## src/rtl/my_slv_rx_pkg.sv

```systemverilog
// Shared types and constants for the my_slv_rx link receiver.
// Optional statistics are enabled by defining MY_SLV_RX_STATS_EN.
package my_slv_rx_pkg;

    localparam int DATA_W = 12;
    localparam int CNT_W  = 16;

    typedef logic [DATA_W-1:0] data_t;

    localparam logic [CNT_W-1:0] DROP_SAT = {CNT_W{1'b1}};

endpackage

```

## src/rtl/my_slv_rx_if.sv

```systemverilog
// Link-side word stream plus the downstream valid/ready port of my_slv_rx.
interface my_slv_rx_if;
    import my_slv_rx_pkg::*;

    logic  in_vld;
    data_t in_data;
    logic  out_vld;
    data_t out_data;
    logic  out_rdy;

    modport master (
        output in_vld,
        output in_data,
        output out_rdy,
        input  out_vld,
        input  out_data
    );

    modport slave (
        input  in_vld,
        input  in_data,
        input  out_rdy,
        output out_vld,
        output out_data
    );

endinterface

```

## src/rtl/my_slv_rx_fifo.sv

```systemverilog
// First-word-fall-through FIFO: the head word sits in a register so the
// output never shows X and holds its last value once the FIFO drains.
module my_slv_rx_fifo
    import my_slv_rx_pkg::*;
#(
    parameter int DEPTH = 16
) (
    input  logic                       clk,
    input  logic                       rst,
    input  logic                       push,
    input  logic                       pop,
    input  data_t                      wr_data,
    output data_t                      rd_data,
    output logic [$clog2(DEPTH+1)-1:0] level,
    output logic [$clog2(DEPTH+1)-1:0] level_nxt,
    output logic                       full,
    output logic                       empty
);

    localparam int PTR_W = $clog2(DEPTH);
    localparam int LVL_W = $clog2(DEPTH+1);

    logic [PTR_W-1:0] wr_ptr;
    logic [PTR_W-1:0] rd_ptr;
    logic [PTR_W-1:0] rd_ptr_nxt;
    data_t            mem [DEPTH];

    always_comb begin
        rd_ptr_nxt = pop ? rd_ptr + PTR_W'(1) : rd_ptr;
        level_nxt  = level;
        case ({push, pop})
            2'b10:   level_nxt = level + LVL_W'(1);
            2'b01:   level_nxt = level - LVL_W'(1);
            default: level_nxt = level;
        endcase
    end

    assign full  = (level == LVL_W'(DEPTH));
    assign empty = (level == '0);

    always_ff @(posedge clk) begin
        if (push) begin
            mem[wr_ptr] <= wr_data;
        end
    end

    // The next head either comes from storage or, when it is the word being
    // written this very cycle, straight from wr_data.
    always_ff @(posedge clk) begin
        if (rst) begin
            wr_ptr  <= '0;
            rd_ptr  <= '0;
            level   <= '0;
            rd_data <= '0;
        end else begin
            if (push) begin
                wr_ptr <= wr_ptr + PTR_W'(1);
            end
            rd_ptr <= rd_ptr_nxt;
            level  <= level_nxt;
            if (level_nxt != '0) begin
                rd_data <= (push && (rd_ptr_nxt == wr_ptr)) ? wr_data : mem[rd_ptr_nxt];
            end
        end
    end

endmodule

```

## src/rtl/my_slv_rx.sv

```systemverilog
// Receive endpoint of the my_mst link: buffers words, tracks drops on overflow.
// Define MY_SLV_RX_STATS_EN to add the rx_cnt and max_level statistics ports.
module my_slv_rx
    import my_slv_rx_pkg::*;
#(
    parameter int DEPTH    = 16,
    parameter int AF_LEVEL = 12
) (
    input  logic                       clk,
    input  logic                       rst,
    my_slv_rx_if.slave                 bus,
    input  logic                       clr_ovf,
    output logic [$clog2(DEPTH+1)-1:0] level,
    output logic                       almost_full,
    output logic                       overflow,
    output logic [CNT_W-1:0]           drop_cnt
`ifdef MY_SLV_RX_STATS_EN
    ,
    output logic [31:0]                rx_cnt,
    output logic [$clog2(DEPTH+1)-1:0] max_level
`endif
);

    localparam int LVL_W = $clog2(DEPTH+1);

    logic             push;
    logic             pop;
    logic             drop;
    logic             full;
    logic             empty;
    logic [LVL_W-1:0] level_nxt;

    // No backpressure on the link: a word arriving while full survives only
    // if the downstream frees a slot in the same cycle.
    assign bus.out_vld = !empty;
    assign pop         = bus.out_vld && bus.out_rdy;
    assign push        = bus.in_vld && (!full || pop);
    assign drop        = bus.in_vld && full && !pop;

    my_slv_rx_fifo #(
        .DEPTH (DEPTH)
    ) u_fifo (
        .clk       (clk),
        .rst       (rst),
        .push      (push),
        .pop       (pop),
        .wr_data   (bus.in_data),
        .rd_data   (bus.out_data),
        .level     (level),
        .level_nxt (level_nxt),
        .full      (full),
        .empty     (empty)
    );

    // A clear in the same cycle as a drop wipes the history first, so that
    // drop is still recorded.
    always_ff @(posedge clk) begin
        if (rst) begin
            almost_full <= 1'b0;
            overflow    <= 1'b0;
            drop_cnt    <= '0;
        end else begin
            almost_full <= (level_nxt >= LVL_W'(AF_LEVEL));
            if (clr_ovf) begin
                overflow <= drop;
                drop_cnt <= drop ? CNT_W'(1) : '0;
            end else if (drop) begin
                overflow <= 1'b1;
                if (drop_cnt != DROP_SAT) begin
                    drop_cnt <= drop_cnt + CNT_W'(1);
                end
            end
        end
    end

`ifdef MY_SLV_RX_STATS_EN
    // After a clear the high-water mark restarts from the current occupancy.
    always_ff @(posedge clk) begin
        if (rst) begin
            rx_cnt    <= '0;
            max_level <= '0;
        end else begin
            if (push) begin
                rx_cnt <= rx_cnt + 32'd1;
            end
            if (clr_ovf || (level_nxt > max_level)) begin
                max_level <= level_nxt;
            end
        end
    end
`endif

endmodule

```

## src/flat_wrapper.sv

```systemverilog
// flat-port wrapper written by rule: the top's interface ports become plain ports
module my_slv_rx_flat import my_slv_rx_pkg::*;
#(
    parameter int DEPTH    = 16,
    parameter int AF_LEVEL = 12
)
  (clk, rst, clr_ovf, level, almost_full, overflow, drop_cnt, bus_in_vld, bus_in_data, bus_out_rdy, bus_out_vld, bus_out_data);
  my_slv_rx_if bus_i ();
  input  logic clk;
  input  logic rst;
  input  logic clr_ovf;
  output logic [$clog2(DEPTH+1)-1:0] level;
  output logic almost_full;
  output logic overflow;
  output logic [CNT_W-1:0] drop_cnt;
  input wire logic [$bits(bus_i.in_vld)-1:0] bus_in_vld;
  input wire logic [$bits(bus_i.in_data)-1:0] bus_in_data;
  input wire logic [$bits(bus_i.out_rdy)-1:0] bus_out_rdy;
  output wire logic [$bits(bus_i.out_vld)-1:0] bus_out_vld;
  output wire logic [$bits(bus_i.out_data)-1:0] bus_out_data;
  assign bus_i.in_vld = bus_in_vld;
  assign bus_i.in_data = bus_in_data;
  assign bus_i.out_rdy = bus_out_rdy;
  assign bus_out_vld = bus_i.out_vld;
  assign bus_out_data = bus_i.out_data;
  my_slv_rx #(.DEPTH(DEPTH), .AF_LEVEL(AF_LEVEL)) u_core (.clk(clk), .rst(rst), .bus(bus_i), .clr_ovf(clr_ovf), .level(level), .almost_full(almost_full), .overflow(overflow), .drop_cnt(drop_cnt));
endmodule
```

## config.mk

```make
export PLATFORM = sky130hd
export DESIGN_NAME = my_slv_rx_flat
export DESIGN_NICKNAME = d
export VERILOG_FILES = /design/src/rtl/my_slv_rx_pkg.sv /design/src/rtl/my_slv_rx_if.sv /design/src/rtl/my_slv_rx_fifo.sv /design/src/rtl/my_slv_rx.sv /design/src/flat_wrapper.sv
export SDC_FILE = /design/constraint.sdc
export NUM_CORES = 1
export LEC_CHECK = 0
export BUFFER_PORTS_ARGS = -buffer_cell sky130_fd_sc_hd__buf_2
export CAP_MARGIN = 40
export CORE_MARGIN = 3
export CORE_UTILIZATION = 64
export CTS_BUF_LIST = sky130_fd_sc_hd__clkbuf_4
export DETAILED_ROUTE_END_ITERATION = 8
export PLACE_DENSITY = 0.82
export SYNTH_ARGS = -nofsm -noshare
export SYNTH_HDL_FRONTEND = slang
export SYNTH_SLANG_ARGS = --single-unit
export TNS_END_PERCENT = 10
```

## constraint.sdc

```tcl
create_clock -name clk -period 4.4 [get_ports clk]
set_input_delay 1.1 -clock clk [delete_from_list [all_inputs] [get_ports clk]]
set_output_delay 1.1 -clock clk [all_outputs]
set_load 0.03 [all_outputs]
```

==> reports/metrics.csv, run 1 <==
stage,metric,value,unit
timing,clock_skew,34.6,ps
finish,share_of_cells_above_drive_strength_1,22.9,%
timing,finalHoldViolations,0,
synth,synthXorXnorAreaFrac,2.03,%
setup_path,criticalPathCategory,reg -> reg,
clock_network,clkSlewWorstSetupHoldPaths,70,ps
finish,final_nets,1026,
timing,post-route-worst-setup-slack,885,ps
clock_network,total_of_cells_resized_after_clock_tree_synthesis,0,
pwr,p_per_area,537,nW/µm²
floorplanning,start_util,66.3,%
floorplanning,die-width,141,µm
synth,yosys.area_share.adder,0.751,%
synth,synthesis.instances,933,
floorplanning,coreArea,17600,µm²
synth,yosysWarningCount,0,
setup_path,critical_path.n_buffers_inverters,1,
floorplanning,cell_row_count,48,
drt,initial_detailed_routing_violation_count,1091,
timing,final-setup-viol-count,0,
setup_path,cp-end-kind,flip-flop,
floorplanning,die_height,141,µm
timing,final.min_clock_period,3520,ps
timing,worst_slew_pin_slew,863,ps
timing,fin_hold_ws,487,ps
finish,layout.filler_cells,1202,
hold_path,hold_path.class,reg -> reg,
outcome,outcome,finished clean,
pwr,power.ir.vdd_worst,405,µV
timing,timing.final.max_slew_violations,0,
global_routing,grt_usage,28.8,%
clock_network,h_tree_depth,2,
setup_path,crit_required,4950,ps
global_routing,grt_first_pass_wirelength,44.7,mm
synth,post_synth_num_cell_types,63,
drt,detail-route-antenna-nets,0,
clock_network,cts_num_sinks,235,
clock_network,max-clock-path-buffers,3,
timing,unrepaired_setup_endpoints_after_global_routing,no,
drt,post_drt_via_cell_ratio,6.76,
setup_path,critical-path-top-delay-family,compound AO/OA/AOI/OAI gates,
synth,yosys-top-cells-count,"sky130_fd_sc_hd__edfxtp_1 (192), sky130_fd_sc_hd__nand2_1 (86), sky130_fd_sc_hd__mux2i_1 (77), sky130_fd_sc_hd__nor2_1 (68), sky130_fd_sc_hd__o22ai_1 (46)",
pwr,static-leakage-power,4.32,nW
placement,detailedPlace.worstSlack,578,ps
drt,detailroute.via_count,8567,
setup_path,largest_driver_fanout_on_the_critical_path,51,
placement,hpwlAfterDp,17.2,mm
synth,synth.area.mux_share,14.2,%
timing,slew_headroom,42.5,%
synth,synth_top_flop_cell,sky130_fd_sc_hd__edfxtp_1,
global_routing,overflow,0,
synth,synth_compound_gate_area_share,13.1,%
synth,post-synth-top-area-fraction,49.4,%
synth,ys_top_cells_by_area,"sky130_fd_sc_hd__edfxtp_1 (49%), sky130_fd_sc_hd__dfxtp_1 (7.4%), sky130_fd_sc_hd__mux2i_1 (6.6%)",
synth,most_numerous_cell_in_the_yosys_netlist,sky130_fd_sc_hd__edfxtp_1,
setup_path,cp_data_arrival_time,4070,ps
drt,wirelength,28.4,mm
synth,post_syn_area_per_cell,12.5,µm²
drt,drt-pass1-iter-count,6,
pwr,power,0.00691,W
synth,yosysTopAreaCell,sky130_fd_sc_hd__edfxtp_1,
placement,place.gp.congestion,0.893,
finish,syn_to_final_growth,10.3,%
synth,synth.cell_area,11700,µm²
timing,fmaxAchievable,284,MHz
clock_network,cts-buffers-inserted,58,
setup_path,timing.critical_path.from_type,flip-flop,
synth,synth_top_family_by_area,multiplexers,
synth,ys_seq_elements,235,
clock_network,cts-root-buf,sky130_fd_sc_hd__clkbuf_4,
finish,layout.core_utilization,73.1,%
global_routing,grt_pass1_vias,8355,
clock_network,postCtsSetupRepairBufs,0,
synth,synth-seq-area-share,56.8,%
placement,buffer_ports.inserted,52,
drt,detail_route.drc_violations,0,
synth,postSynthNetCount,957,
global_routing,antenna_found_initial,2,
synth,synthSimpleGateAreaFrac,9.95,%
clock_network,tritoncts,done,
setup_path,worst_path_largest_cell_delay,690,ps
drt,post_drt_wl_per_cell,22.4,µm
synth,synth-async-reset-ratio,0,%
setup_path,cp_slowest_cell,sky130_fd_sc_hd__buf_4,
floorplanning,design.die.area,19900,µm²
setup_path,path_cells,"ha_4, buf_4, nand2_1, o21a_1, o2111ai_1, nand4_1, a32o_1",
synth,synth_enable_flop_cells,192,
clock_network,clk_latency,670,ps
timing,post-route-period-util,79.9,%
timing,tns,0,ps
run,maxCapViolations,0,
floorplanning,design.portCount,53,
clock_network,ctsHoldBuffers,0,
global_routing,grt_max_degree,74,
==> path summary, 6_finish.rpt <==
path                                              start  depth (start not counted)  slack (ps)                         to
worst max-delay path            u_core.u_fifo.rd_ptr[1]                          7         880  u_core.u_fifo.rd_data[11]
worst min register to register          u_core.overflow                          2         490            u_core.overflow
worst min-delay path                    u_core.overflow                          2         490            u_core.overflow
worst max register to register  u_core.u_fifo.rd_ptr[1]                          7         880  u_core.u_fifo.rd_data[11]
==> report_power, final <==
| part | internal (W) | switching (W) | total (W) |
|---|---|---|---|
| logic | 0.00106 | 0.00152 | 0.00258 |
| clock network | 0.000826 | 0.000840 | 0.00167 |
| registers | 0.00250 | 0.000156 | 0.00266 |
==> area by class of cell <==
| cell class | count | area [µm²] | share of cell area (%) |
|---|---|---|---|
| Multi-Input combinational cell | 614 | 4720 | 36.7 |
| Inverter | 7 | 26.3 | 0.204 |
| Clock buffer | 79 | 593 | 4.61 |
| Timing Repair Buffer | 86 | 519 | 4.04 |
| Tap cell | 225 | 282 | 2.19 |
| Sequential cell | 235 | 6630 | 51.6 |
| Clock inverter | 21 | 82.6 | 0.642 |
| Antenna cell | 1 | 2.50 | 0.0195 |
==> logic make-up (layout without fill, tap and decap cells) <==
| logic type | Yosys count | in the layout |
|---|---|---|
| other | 0 | 1 |
| adder cells (fa/ha/maj) | 7 | 7 |
| XOR/XNOR | 27 | 27 |
| AND/OR/NAND/NOR | 245 | 245 |
| buffers and inverters | 84 | 193 |
| flip-flops | 235 | 235 |
| multiplexers | 129 | 129 |
| AO/OA/AOI/OAI | 206 | 206 |
==> cells in the final DEF (no fill, tap or decap), types with 19 or more instances in the layout <==
cell type and instances:
sky130_fd_sc_hd__mux2_2 25, sky130_fd_sc_hd__edfxtp_1 192, sky130_fd_sc_hd__a21oi_1 22, sky130_fd_sc_hd__buf_2 52, sky130_fd_sc_hd__mux4_2 26, sky130_fd_sc_hd__o22ai_1 46
sky130_fd_sc_hd__nand4_1 21, sky130_fd_sc_hd__mux2i_1 76, sky130_fd_sc_hd__clkinv_1 19, sky130_fd_sc_hd__clkbuf_4 79, sky130_fd_sc_hd__nand2_1 86, sky130_fd_sc_hd__buf_4 33
sky130_fd_sc_hd__nor2_1 68, sky130_fd_sc_hd__a221oi_1 24, sky130_fd_sc_hd__dfxtp_1 41
==> flip-flops by register name, indices dropped and copies added (netlist names) <==
| register | cells |
|---|---|
| u_core.drop_cnt | 16 |
| u_core.u_fifo.wr_ptr | 4 |
| u_core.almost_full | 1 |
| u_core.u_fifo.level | 5 |
| u_core.u_fifo.rd_ptr | 4 |
| u_core.u_fifo.mem | 192 |
| u_core.overflow | 1 |
| u_core.u_fifo.rd_data | 12 |
==> per-layer routing <==
metal  GRT usage (%)  vias to the layer above  wire length, µm
met3            7.02                       72             3190
met2            44.5                      485            13200
li1                -                     3852                -
met1            40.0                     4156            11100
met4            10.9                        2              876
met5               0                        -               12
==> metrics by stage <==
step           std cells  cell area, µm²
2_1_floorplan        933           11700
3_3_place_gp        1166           12200
3_5_place_dp        1167           12200
4_1_cts             1267           12900
5_1_grt             1268           12900
6_report            1268           12900
==> tightest hold or removal path: stages (launching register included) <==
cell and delay, ps:
sky130_fd_sc_hd__dfxtp_1 330, sky130_fd_sc_hd__a21oi_1 60, sky130_fd_sc_hd__nor2_1 70
Note: power is estimated with default switching activity, not from simulation.
==> inputs of run 2 (changes only) <==
- clock period: 4.4 -> 3.4 ns (I/O delays scaled with it)
==> reports/metrics.csv, run 2 (synthesis results as in run 1) <==
stage,metric,value,unit,change
clock_network,clk_latency,680,ps,about the same
setup_path,cp_data_arrival_time,3430,ps,-640 ps
pwr,static-leakage-power,4.39,nW,+1.6%
setup_path,crit_required,3960,ps,-990 ps
drt,met2_length,13.6,mm,+3.7%
global_routing,grt_usage,28.6,%,-0.21 points
drt,met1Wirelength,11.3,mm,+1.7%
run,maxCapViolations,0,,unchanged
floorplanning,die_height,141,µm,unchanged
drt,detail_route.drc_violations,0,,unchanged
drt,initial_detailed_routing_violation_count,1279,,+17%
placement,hpwlAfterDp,17.4,mm,+1.3%
clock_network,clkSlewWorstSetupHoldPaths,70,ps,about the same
timing,finalHoldViolations,0,,unchanged
placement,place.gp.congestion,0.916,,+2.6%
floorplanning,cell_row_count,48,,unchanged
finish,max_ffs_per_register,192,,unchanged
finish,layout.cells.most_common,sky130_fd_sc_hd__edfxtp_1,,
setup_path,cp_slowest_cell,sky130_fd_sc_hd__or4_1,,
floorplanning,design.die.area,19900,µm²,unchanged
hold_path,hold_path.class,reg -> reg,,
timing,post-route-period-util,84.3,%,+4.5 points
setup_path,path_cells,"or4_1, o21ai_4, mux2_2, a22oi_1, nand2_1, and3_1, o41ai_1",,
drt,detailroute.via_count,8574,,+0.082%
drt,dr.max_layer_used,met4,,
timing,unrepaired_setup_endpoints_after_global_routing,no,,
timing,fmaxAchievable,349,MHz,+23%
global_routing,antenna_found_initial,1,,-1
clock_network,ctsHoldBuffers,0,,unchanged
drt,detail-route-antenna-nets,0,,unchanged
drt,wirelength,28.7,mm,+1.0%
finish,layout.filler_cells,1164,,-3.2%
hold_path,timing.hold.worst_path_depth,2,,unchanged
clock_network,h_tree_depth,2,,unchanged
clock_network,total_of_cells_resized_after_clock_tree_synthesis,0,,unchanged
drt,post_drt_wl_per_cell,22.4,µm,+0.33%
finish,regs_by_ff_count,"u_core.u_fifo.mem: 192 flops, u_core.drop_cnt: 16 flops, u_core.u_fifo.rd_data: 12 flops",,
drt,post_drt_via_cell_ratio,6.71,,-0.62%
finish,final_nets,1036,,+0.97%
setup_path,largest_driver_fanout_on_the_critical_path,14,,-73%
timing,tns,0,ps,unchanged
finish,most-common-layout-cells,"sky130_fd_sc_hd__edfxtp_1 (192), sky130_fd_sc_hd__nand2_1 (86), sky130_fd_sc_hd__clkbuf_4 (80), sky130_fd_sc_hd__mux2i_1 (76), sky130_fd_sc_hd__nor2_1 (68)",,
drt,drt-pass1-iter-count,6,,unchanged
clock_network,tritoncts,done,,
floorplanning,die-width,141,µm,unchanged
pwr,power.ir.vdd_worst,600,µV,+48%
timing,timing.final.max_slew_violations,0,,unchanged
timing,final-setup-viol-count,0,,unchanged
setup_path,worst_path_largest_cell_delay,600,ps,-90 ps
clock_network,cts-root-buf,sky130_fd_sc_hd__clkbuf_4,,
pwr,p_per_area,700,nW/µm²,+30%
clock_network,postCtsSetupRepairBufs,0,,unchanged
timing,final.min_clock_period,2870,ps,-647 ps
clock_network,cts_num_sinks,235,,unchanged
timing,clock_skew,33.8,ps,-0.728 ps
floorplanning,design.portCount,53,,unchanged
global_routing,grt_pass1_vias,8272,,-0.99%
drt,met3_length,3.00,mm,-6.1%
floorplanning,start_util,66.3,%,unchanged
pwr,power,0.00908,W,+31%
finish,registers.top_by_ff_count,u_core.u_fifo.mem,,
finish,syn_to_final_growth,11.1,%,
outcome,outcome,finished clean,,
global_routing,grt_max_degree,108,,+46%
global_routing,overflow,0,,unchanged
clock_network,cts-buffers-inserted,58,,unchanged
clock_network,max-clock-path-buffers,3,,unchanged
global_routing,grt_first_pass_wirelength,44.4,mm,-0.60%
setup_path,rr_worst_depth,7,,unchanged
finish,share_of_cells_above_drive_strength_1,24.0,%,+1.0 points
placement,buffer_ports.inserted,52,,unchanged
setup_path,cp-end-kind,flip-flop,,
setup_path,timing.critical_path.from_type,flip-flop,,
floorplanning,coreArea,17600,µm²,unchanged
timing,slew_headroom,56.6,%,+14 points
timing,worst_slew_pin_slew,651,ps,-212 ps
setup_path,criticalPathCategory,reg -> reg,,
==> run 2: changes by cell type in the layout (fill, tap and decap cells not counted) <==
cell                              change
sky130_fd_sc_hd__clkinv_4             +1
sky130_fd_sc_hd__buf_4                +9
sky130_fd_sc_hd__clkinv_2             +2
sky130_fd_sc_hd__clkinvlp_4           -1
sky130_fd_sc_hd__clkdlybuf4s15_2      -1
sky130_fd_sc_hd__clkbuf_4             +1
sky130_fd_sc_hd__buf_12               +2
sky130_fd_sc_hd__clkinv_1             -4
==> run 2: per-layer routing <==
metal | GRT usage [%] | up-vias
met4 | 9.74 | 0
met3 | 5.02 | 55
li1 | - | 3875
met2 | 45.4 | 468
met5 | 0 | -
met1 | 40.5 | 4176
==> run 2: layout make-up <==
cell class                 count  area [µm²]  share of cell area, %
sequential                   235        6630                   51.2
multi-input combinational    614        4720                   36.4
timing repair buffer          96         616                   4.75
clock buffer                  80         601                   4.63
tap                          225         282                   2.17
clock inverter                19        78.8                  0.608
inverter                       7        26.3                  0.203
antenna                        1        2.50                 0.0193
==> run 2: worst paths after layout <==
check | start | to | slack [ps]
worst max register to register | u_core.u_fifo.level[2] | u_core.u_fifo.rd_data[10] | 530
worst max-delay path | u_core.u_fifo.level[2] | u_core.u_fifo.rd_data[10] | 530
worst min register to register | u_core.u_fifo.rd_data[10] | u_core.u_fifo.rd_data[10] | 510
worst min-delay path | u_core.u_fifo.rd_data[10] | u_core.u_fifo.rd_data[10] | 510
==> run 2: per-stage QoR <==
step	utilization [%]	worst slack (ps)	cells	hold slack, ps	area [µm²]
final	73.7	532	1277	507	13000
after global placement	69.8	235	1177	466	12300
after CTS	73.7	547	1276	496	13000
after floorplan	-	196	933	565	11700
after detailed placement	69.8	175	1177	497	12300
after global routing	73.7	302	1277	516	13000
==> run 2: critical path, delay by kind of cell (launching register included) <==
family	cells	cell delay (ps)
AND/OR/NAND/NOR	3	890
AO/OA/AOI/OAI	3	950
flip-flops	1	410
multiplexers	1	530
==> run 2: power by group <==
| group | leakage [nW] | switching, W | internal (W) |
|---|---|---|---|
| clock | 0.408 | 0.00109 | 0.00108 |
| sequential | 2.09 | 0.0000958 | 0.00324 |
| combinational | 1.89 | 0.00210 | 0.00147 |
